### config.mk
export PLATFORM = sky130hd
export DESIGN_NAME = seq_div40by8_flat
export DESIGN_NICKNAME = d
export VERILOG_FILES = /design/src/rtl/seq_div40by8_pkg.sv /design/src/rtl/seq_div40by8_if.sv /design/src/rtl/seq_div40by8_div_step.sv /design/src/rtl/seq_div40by8.sv /design/src/flat_wrapper.sv
export SDC_FILE = /design/constraint.sdc
export NUM_CORES = 1
export LEC_CHECK = 0
export CORE_UTILIZATION = 35
export CTS_CLUSTER_DIAMETER = 200
export DETAILED_ROUTE_END_ITERATION = 16
export PLACE_DENSITY = 0.58
export SLEW_MARGIN = 15
export SYNTH_ARGS = -nofsm -noshare
export SYNTH_HDL_FRONTEND = slang
export SYNTH_SLANG_ARGS = --single-unit
### constraint.sdc
create_clock -name clk -period 2.3 [get_ports clk]
set_clock_uncertainty 0.05 [all_clocks]
set_input_delay 0.46 -clock clk [delete_from_list [all_inputs] [get_ports clk]]
set_output_delay 0.46 -clock clk [all_outputs]
set_load 0.03 [all_outputs]
### src/rtl/seq_div40by8_pkg.sv
// Shared widths, state encoding and counter sizing for the sequential 40/8 divider.
// Imported by the bus interface, the step datapath and the top-level FSM.
package div_pkg;

  localparam int DVD_W = 40;
  localparam int DVS_W = 8;
  localparam int QUO_W = DVD_W - DVS_W;
  localparam int CNT_W = $clog2(QUO_W + 1);

  typedef enum logic [1:0] {
    IDLE  = 2'd0,
    CHECK = 2'd1,
    RUN   = 2'd2,
    FIN   = 2'd3
  } div_state_t;

endpackage

### src/rtl/seq_div40by8_if.sv
// Start/busy/done handshake plus operand and result buses of the divider.
// The requester drives through master; the divider sits on slave.
interface seq_div40by8_if;
  import div_pkg::*;

  logic             start;
  logic [DVD_W-1:0] dividend;
  logic [DVS_W-1:0] divisor;
  logic             busy;
  logic             done;
  logic [QUO_W-1:0] quotient;
  logic [DVS_W-1:0] remainder;
  logic             div_by_zero;
  logic             overflow;

  modport master (
    output start, dividend, divisor,
    input  busy, done, quotient, remainder, div_by_zero, overflow
  );

  modport slave (
    input  start, dividend, divisor,
    output busy, done, quotient, remainder, div_by_zero, overflow
  );

endinterface

### src/rtl/seq_div40by8_div_step.sv
// One restoring-division step: shift the next dividend bit into the partial
// remainder and subtract the divisor when it fits. Purely combinational.
module div_step
  import div_pkg::*;
(
  input  logic [DVS_W-1:0] r_in,
  input  logic             bit_in,
  input  logic [DVS_W-1:0] dvs,
  output logic [DVS_W-1:0] r_out,
  output logic             q_bit
);

  logic [DVS_W:0] t;
  logic [DVS_W:0] dvs_ext;

  assign t       = {r_in, bit_in};
  assign dvs_ext = {1'b0, dvs};
  assign q_bit   = (t >= dvs_ext);
  // With r_in < dvs the difference always fits back into DVS_W bits.
  assign r_out   = q_bit ? DVS_W'(t - dvs_ext) : t[DVS_W-1:0];

endmodule

### src/rtl/seq_div40by8.sv
// Sequential restoring divider, one quotient bit per clock: 34 edges from accept
// to done (2 on divide-by-zero/overflow). start is ignored while busy; no queuing.
module seq_div40by8
  import div_pkg::*;
(
  input  logic           clk,
  input  logic           rst_n,
  seq_div40by8_if.slave  bus
);

  div_state_t       state_q, state_d;
  logic [DVS_W-1:0] dvs_q, dvs_d;
  logic [DVS_W-1:0] r_q, r_d;
  logic [QUO_W-1:0] q_q, q_d;
  logic [CNT_W-1:0] cnt_q, cnt_d;
  logic [QUO_W-1:0] quo_q, quo_d;
  logic [DVS_W-1:0] rem_q, rem_d;
  logic             dbz_q, dbz_d;
  logic             ovf_q, ovf_d;

  logic [DVS_W-1:0] step_r;
  logic             step_bit;

  div_step u_step (
    .r_in   (r_q),
    .bit_in (q_q[QUO_W-1]),
    .dvs    (dvs_q),
    .r_out  (step_r),
    .q_bit  (step_bit)
  );

  always_comb begin
    state_d = state_q;
    dvs_d   = dvs_q;
    r_d     = r_q;
    q_d     = q_q;
    cnt_d   = cnt_q;
    quo_d   = quo_q;
    rem_d   = rem_q;
    dbz_d   = dbz_q;
    ovf_d   = ovf_q;

    case (state_q)
      // FIN shares IDLE's accept path so back-to-back requests need no gap.
      IDLE, FIN: begin
        if (bus.start) begin
          state_d = CHECK;
          dvs_d   = bus.divisor;
          r_d     = bus.dividend[DVD_W-1:QUO_W];
          q_d     = bus.dividend[QUO_W-1:0];
          cnt_d   = '0;
        end else begin
          state_d = IDLE;
        end
      end

      CHECK: begin
        if (dvs_q == '0) begin
          state_d = FIN;
          quo_d   = '1;
          rem_d   = '0;
          dbz_d   = 1'b1;
          ovf_d   = 1'b0;
        end else if (r_q >= dvs_q) begin
          // Upper dividend byte already >= divisor: quotient needs more than QUO_W bits.
          state_d = FIN;
          quo_d   = '1;
          rem_d   = '0;
          dbz_d   = 1'b0;
          ovf_d   = 1'b1;
        end else begin
          state_d = RUN;
        end
      end

      RUN: begin
        r_d   = step_r;
        q_d   = {q_q[QUO_W-2:0], step_bit};
        cnt_d = cnt_q + CNT_W'(1);
        if (cnt_q == CNT_W'(QUO_W - 1)) begin
          state_d = FIN;
          quo_d   = {q_q[QUO_W-2:0], step_bit};
          rem_d   = step_r;
          dbz_d   = 1'b0;
          ovf_d   = 1'b0;
        end
      end

      default: state_d = IDLE;
    endcase
  end

  always_ff @(posedge clk or negedge rst_n) begin
    if (!rst_n) begin
      state_q <= IDLE;
      dvs_q   <= '0;
      r_q     <= '0;
      q_q     <= '0;
      cnt_q   <= '0;
      quo_q   <= '0;
      rem_q   <= '0;
      dbz_q   <= 1'b0;
      ovf_q   <= 1'b0;
    end else begin
      state_q <= state_d;
      dvs_q   <= dvs_d;
      r_q     <= r_d;
      q_q     <= q_d;
      cnt_q   <= cnt_d;
      quo_q   <= quo_d;
      rem_q   <= rem_d;
      dbz_q   <= dbz_d;
      ovf_q   <= ovf_d;
    end
  end

  assign bus.busy        = (state_q == CHECK) || (state_q == RUN);
  assign bus.done        = (state_q == FIN);
  assign bus.quotient    = quo_q;
  assign bus.remainder   = rem_q;
  assign bus.div_by_zero = dbz_q;
  assign bus.overflow    = ovf_q;

endmodule

### src/flat_wrapper.sv
// flat-port wrapper written by rule: the top's interface ports become plain ports
module seq_div40by8_flat import div_pkg::*;
  (clk, rst_n, bus_start, bus_dividend, bus_divisor, bus_busy, bus_done, bus_quotient, bus_remainder, bus_div_by_zero, bus_overflow);
  seq_div40by8_if bus_i ();
  input  logic clk;
  input  logic rst_n;
  input wire logic [$bits(bus_i.start)-1:0] bus_start;
  input wire logic [$bits(bus_i.dividend)-1:0] bus_dividend;
  input wire logic [$bits(bus_i.divisor)-1:0] bus_divisor;
  output wire logic [$bits(bus_i.busy)-1:0] bus_busy;
  output wire logic [$bits(bus_i.done)-1:0] bus_done;
  output wire logic [$bits(bus_i.quotient)-1:0] bus_quotient;
  output wire logic [$bits(bus_i.remainder)-1:0] bus_remainder;
  output wire logic [$bits(bus_i.div_by_zero)-1:0] bus_div_by_zero;
  output wire logic [$bits(bus_i.overflow)-1:0] bus_overflow;
  assign bus_i.start = bus_start;
  assign bus_i.dividend = bus_dividend;
  assign bus_i.divisor = bus_divisor;
  assign bus_busy = bus_i.busy;
  assign bus_done = bus_i.done;
  assign bus_quotient = bus_i.quotient;
  assign bus_remainder = bus_i.remainder;
  assign bus_div_by_zero = bus_i.div_by_zero;
  assign bus_overflow = bus_i.overflow;
  seq_div40by8 u_core (.clk(clk), .rst_n(rst_n), .bus(bus_i));
endmodule
Word-level counts from Yosys, hierarchy flattened. Cells that the tools add are included.

Register bits after elaboration: 98. Input bits: 51. Output and inout bits: 44. Word-level logic and storage cells: 56.

Add/subtract/negate cells: 2. $lt $le $gt $ge: 2. Eq/ne operators: 7. Muxes and demuxes: 27. Reductions and logical operators: 9.

Operators with widths (count): $mux 32 (4); $pmux 32 s2 (2); $mux 8 (5); $pmux 8 s2 (2); $pmux 6 s2 (1); $ge 9x8->1 (1); $ge 8x8->1 (1); $logic_not 8->1 (1); $sub 8x8->8 (1); $mux 1 (7); $add 6x1->6 const B (1); $eq 6x5->1 const B (1); $mux 6 (1); $pmux 2 s3 (1); $eq 2x2->1 const B (2); $mux 2 (2); $pmux 1 s2 (2); $reduce_and 2->1 (2); $reduce_bool 2->1 (2); $ne 3x1->1 const B (1); $reduce_and 3->1 (1); $eq 2x1->1 const B (1); $logic_not 2->1 (1); $ne 2x1->1 const B (1); 3 further kinds (3).

Logic depth before layout (Yosys ltp).
Depth in word-level cells: 4. Depth in mapped cells: 10.

Cells and area by module. A second synthesis with hierarchy kept.

Cell total of the unflattened synthesis: 450. Area total of the unflattened synthesis: 4911.0 um2.

By module, submodules not included: seq_div40by8 (instances 1, cells each 385, area each 4381.7 um2, sequential area each 2452.4 um2); div_step (instances 1, cells each 65, area each 529.3 um2, sequential area each 0.0 um2).

Worst setup path after synthesis. No wires, ideal clock.

Path type: register -> register. Start: register u_core.r_q[1]. End: register u_core.r_q[3]. Arrival time: 2.118 ns. Required time: 2.168 ns. Slack: 0.050 ns. Stages on the path, launching flop included: 9. Path buffers: 1. Clock period less this slack: 2.250 ns. Path through: dfrtp_1 -> ha_1 -> buf_2 -> a21o_1 -> a31oi_1 -> o311ai_1 -> nor2_1 -> or4_1 -> a31oi_1.

Longest elaborated chain between the ends: 3. Elaborated cells between the ends (all ways): 4. Classes of those cells: add/sub: 1; order compare: 1; mux: 2.

RTL lines: start: declaration (RTL line seq_div40by8.sv:13) `logic [DVS_W-1:0] r_q, r_d;`; start signal: assignment (RTL line seq_div40by8.sv:107) `r_q <= r_d;`; $sub 8x8->8 or $ge 9x8->1 (tied branches) (RTL line seq_div40by8_div_step.sv:20, seq_div40by8_div_step.sv:18); $mux 8 (*) (RTL line seq_div40by8_div_step.sv:20) `assign r_out = q_bit ? DVS_W'(t - dvs_ext) : t[DVS_W-1:0];`; $pmux 8 s2 (*) (RTL line seq_div40by8.sv:43) `case (state_q)`.

Mark *: on every way between the ends. The rest lies on a longest branch, timed or not. A chain may end at the register's enable or synchronous reset.

Worst setup path in the final report.
Start: register u_core.dvs_q[0]. End: register u_core.quo_q[0], in the netlist u_core.bus.quotient[0].

Longest elaborated chain between the ends: 3. Elaborated cells between the ends (all ways): 8. Classes of those cells: order compare: 2; eq/ne: 1; mux: 3; reduce/logical: 2.

RTL lines: start: declaration (RTL line seq_div40by8.sv:12) `logic [DVS_W-1:0] dvs_q, dvs_d;`; start signal: assignment (RTL line seq_div40by8.sv:106) `dvs_q <= dvs_d;`; $ge 8x8->1 (tied with other cells) (RTL line seq_div40by8.sv:64) `end else if (r_q >= dvs_q) begin`; $ne 3x1->1 (no source line) (tied with other cells); $reduce_and 3->1 (no source line) or $pmux 32 s2 (tied branches); end signal: assignment (RTL line seq_div40by8.sv:110) `quo_q <= quo_d;`; end: declaration (RTL line seq_div40by8.sv:16) `logic [QUO_W-1:0] quo_q, quo_d;`.

Several ways; a longest one is shown, not always the timed one. The select of a mux whose other input is x is not followed.

==> metrics.cfg <==
[sta]
rsz0062_at_grt = true
hold_viol = 0
fin_crit_ns = 2.25
timing.final.crit_share_pct = 97.7
setup_viol = 0
tightest_slew_ns = 0.743
max_freq_mhz = 445
maxSlewHeadroom_pct = 50.5
slew_viol_final = 0

[setup_path]
cp_max_fo = 5
cp.arrival_ns = 2.44
worst-setup-path-type = reg2reg
startpoint_type = flip-flop
end_kind = flip-flop
required_ns = 2.49

[global_routing]
grt_remaining_overflow = 0
grt_pass1_wl_microns = 21000
grt_pass1_vias = 4099
grt_max_degree = 50
track_usage_pct = 18.7
antenna_found_initial = 0

[final_layout]
nFillCells = 1324
diodes = 0
fin_nets = 707
area_growth_pct = 36.5
layout-drive-gt1-share_pct = 12.3
final_core_util_pct = 48.7

[die]
die-width_microns = 121
die_h_microns = 121
core-area_sq_mm = 0.0138
initial_core_util_pct = 35.7
fp-row-count = 43
die_area_sq_mm = 0.0146
io_pins = 95

[synth]
synth_adder_area_share_pct = 5.48
synth_common_cells = 98 x dfrtp_1, 88 x nand2_1, 80 x o21ai_0
synth_area_leaders = dfrtp_1 50%, o21ai_0 8.1%, mux2i_1 6.9%
synth_top_cell_by_area = dfrtp_1
yosysMostFrequentCell = dfrtp_1
synthMuxAreaShare_pct = 9.03
synthSimpleGateAreaFrac_pct = 15.0
ys.flop_type = dfrtp_1
synth-seq-area-share_pct = 49.7
synth_xor_area_share_pct = 1.07
synth_compound_area_share_pct = 15.9
synthArstFlopShare_pct = 100
synth_top_cell_area_share_pct = 49.7
syn_avg_cell_area_sq_um = 9.42
ys_types = 49
synth_top_family_by_area = compound AO/OA/AOI/OAI gates
yosys_warnings = 0
syn_nets = 596
synth-edff-count = 0
yosys_register_bits = 98
synthesis.instances = 524
netlist_area_sq_mm = 0.00493

[drt]
drc = 0
ant_nets = 0
wl_microns = 12900
first_iter_violations = 209
viasPerCell = 4.99
num_vias = 4088
drt_first_pass_iters = 4
post_drt_wl_per_cell_microns = 15.7

[clock_tree]
cts_tree = built
path_clk_slew_ns = 0.07
clockRootBuffer = clkbuf_16
htreeDepth = 3
insertion_delay_ns = 0.35
clock_sinks = 98
clk_path_buf_depth = 2
cts-buffers-inserted = 9

[min_path]
hold_class = in2async

[job]
maxCapViolations = 0

[run_status]
status = completed

[placed_design]
hpwl_microns = 9290
routabilityCongestion = 0.862
io_buffers = 94

[power]
p_total_mw = 12.6
leakage_nw = 2.96
peakVddDrop_mv = 0.840
p_per_area_mw_per_mm2 = 1880

==> what timing repair did <==
action                                  4_1_cts  5_1_grt
hold buffers                                  0        0
resized for setup                             2       13
pin swaps                                     0        5
cloned                                        0        0
setup buffers                                 0        2
endpoints found under the setup margin        2       50
==> layout by cell type (no fill, tap or decap), drive strengths merged, types with 2 or more instances in the layout <==
cell,synthesis,routed
dfrtp,98,98
clkdlybuf4s50,0,92
nand2,88,88
o21ai,85,85
nor2,48,48
buf,9,37
mux2i,34,34
a21oi,21,21
ha,20,20
inv,16,19
nand3,9,9
clkbuf,21,9
mux2,9,9
a31oi,6,6
nor3,5,5
nand2b,4,4
nand4,4,4
o31ai,4,4
a21o,3,3
xor2,3,3
xnor2,3,3
and3,3,3
o21a,3,3
or4,3,3
a211oi,3,3
nor2b,2,2
nor4,2,2
a22oi,2,2
clkinv,0,2
bufinv,0,2
or2,2,2
==> worst paths after layout <==
| check | startpoint | end | slack, ns | depth (start not counted) |
|---|---|---|---|---|
| max | u_core.dvs_q[0] | u_core.bus.quotient[0] | 0.05 | 6 |
| min | rst_n | u_core.cnt_q[4] | 0.05 | 1 |
| max reg2reg | u_core.dvs_q[0] | u_core.bus.quotient[0] | 0.05 | 6 |
| min reg2reg | u_core.bus.quotient[29] | u_core.bus.quotient[29] | 0.43 | 2 |
| max in group asynchronous | rst_n | u_core.bus.quotient[20] | 1.45 | 2 |
| min in group clk | u_core.bus.quotient[29] | u_core.bus.quotient[29] | 0.43 | 2 |
==> stage by stage <==
step	instance area, sq um	setup slack, ns	TNS (ns)	std cells	hold slack (ns)
final	6730	0.0529	0	820	0.0514
after global placement	6350	0.0262	0	802	0.419
after CTS	6680	0.00213	0	818	0.0768
after floorplan	4930	0.0498	0	524	0.114
after global routing	6730	-0.00380	-0.00897	820	0.0979
after detailed placement	6350	-0.00784	-0.00784	802	0.423
==> area by class of cell <==
class	instances	area, sq um	share of cell area (%)
Clock buffer	9	225	3.34
Sequential cell	98	2450	36.5
Timing Repair Buffer	130	1320	19.6
Tap cell	180	225	3.34
Clock inverter	7	98.8	1.47
Inverter	16	60.1	0.892
Multi-Input combinational cell	380	2350	34.9
==> sequential cells by signal, indices dropped and copies added (netlist names) <==
| register | count |
|---|---|
| u_core.bus.div_by_zero | 1 |
| u_core.bus.overflow | 1 |
| u_core.r_q | 8 |
| u_core.state_q | 2 |
| u_core.bus.remainder | 8 |
| u_core.q_q | 32 |
| u_core.bus.quotient | 32 |
| u_core.cnt_q | 6 |
| u_core.dvs_q | 8 |
==> report_power, final <==
group / switching, mW / internal [mW]
Clock: 0.701 / 0.965
Sequential: 0.608 / 2.60
Combinational: 4.36 / 3.40
==> per-layer routing <==
layer	wire [microns]	global-route usage, %	part of all wire [%]	vias to the layer above
met4	132	4.32	1.0	0
li1	-	-	-	2040
met5	0	0	0	-
met2	6010	30.1	47	80
met3	687	5.90	5.3	14
met1	6060	24.5	47	1954
==> kinds of logic (layout without fill, tap and decap cells) <==
kind of cell / after synthesis / after routing
buffers and inverters: 46 / 162
adder cells (fa/ha/maj): 21 / 21
multiplexers: 43 / 43
AND/OR/NAND/NOR: 172 / 172
XOR/XNOR: 6 / 6
AO/OA/AOI/OAI: 138 / 138
flip-flops: 98 / 98
==> worst max-delay path, stage by stage, from the launching register on <==
cell and delay, ns:
dfrtp_2 0.45, or4_4 0.59, nor2_4 0.14, nor4b_1 0.07, a211o_2 0.39, buf_4 0.16, mux2_4 0.28
No activity file was read; power rests on OpenSTA's default activity.
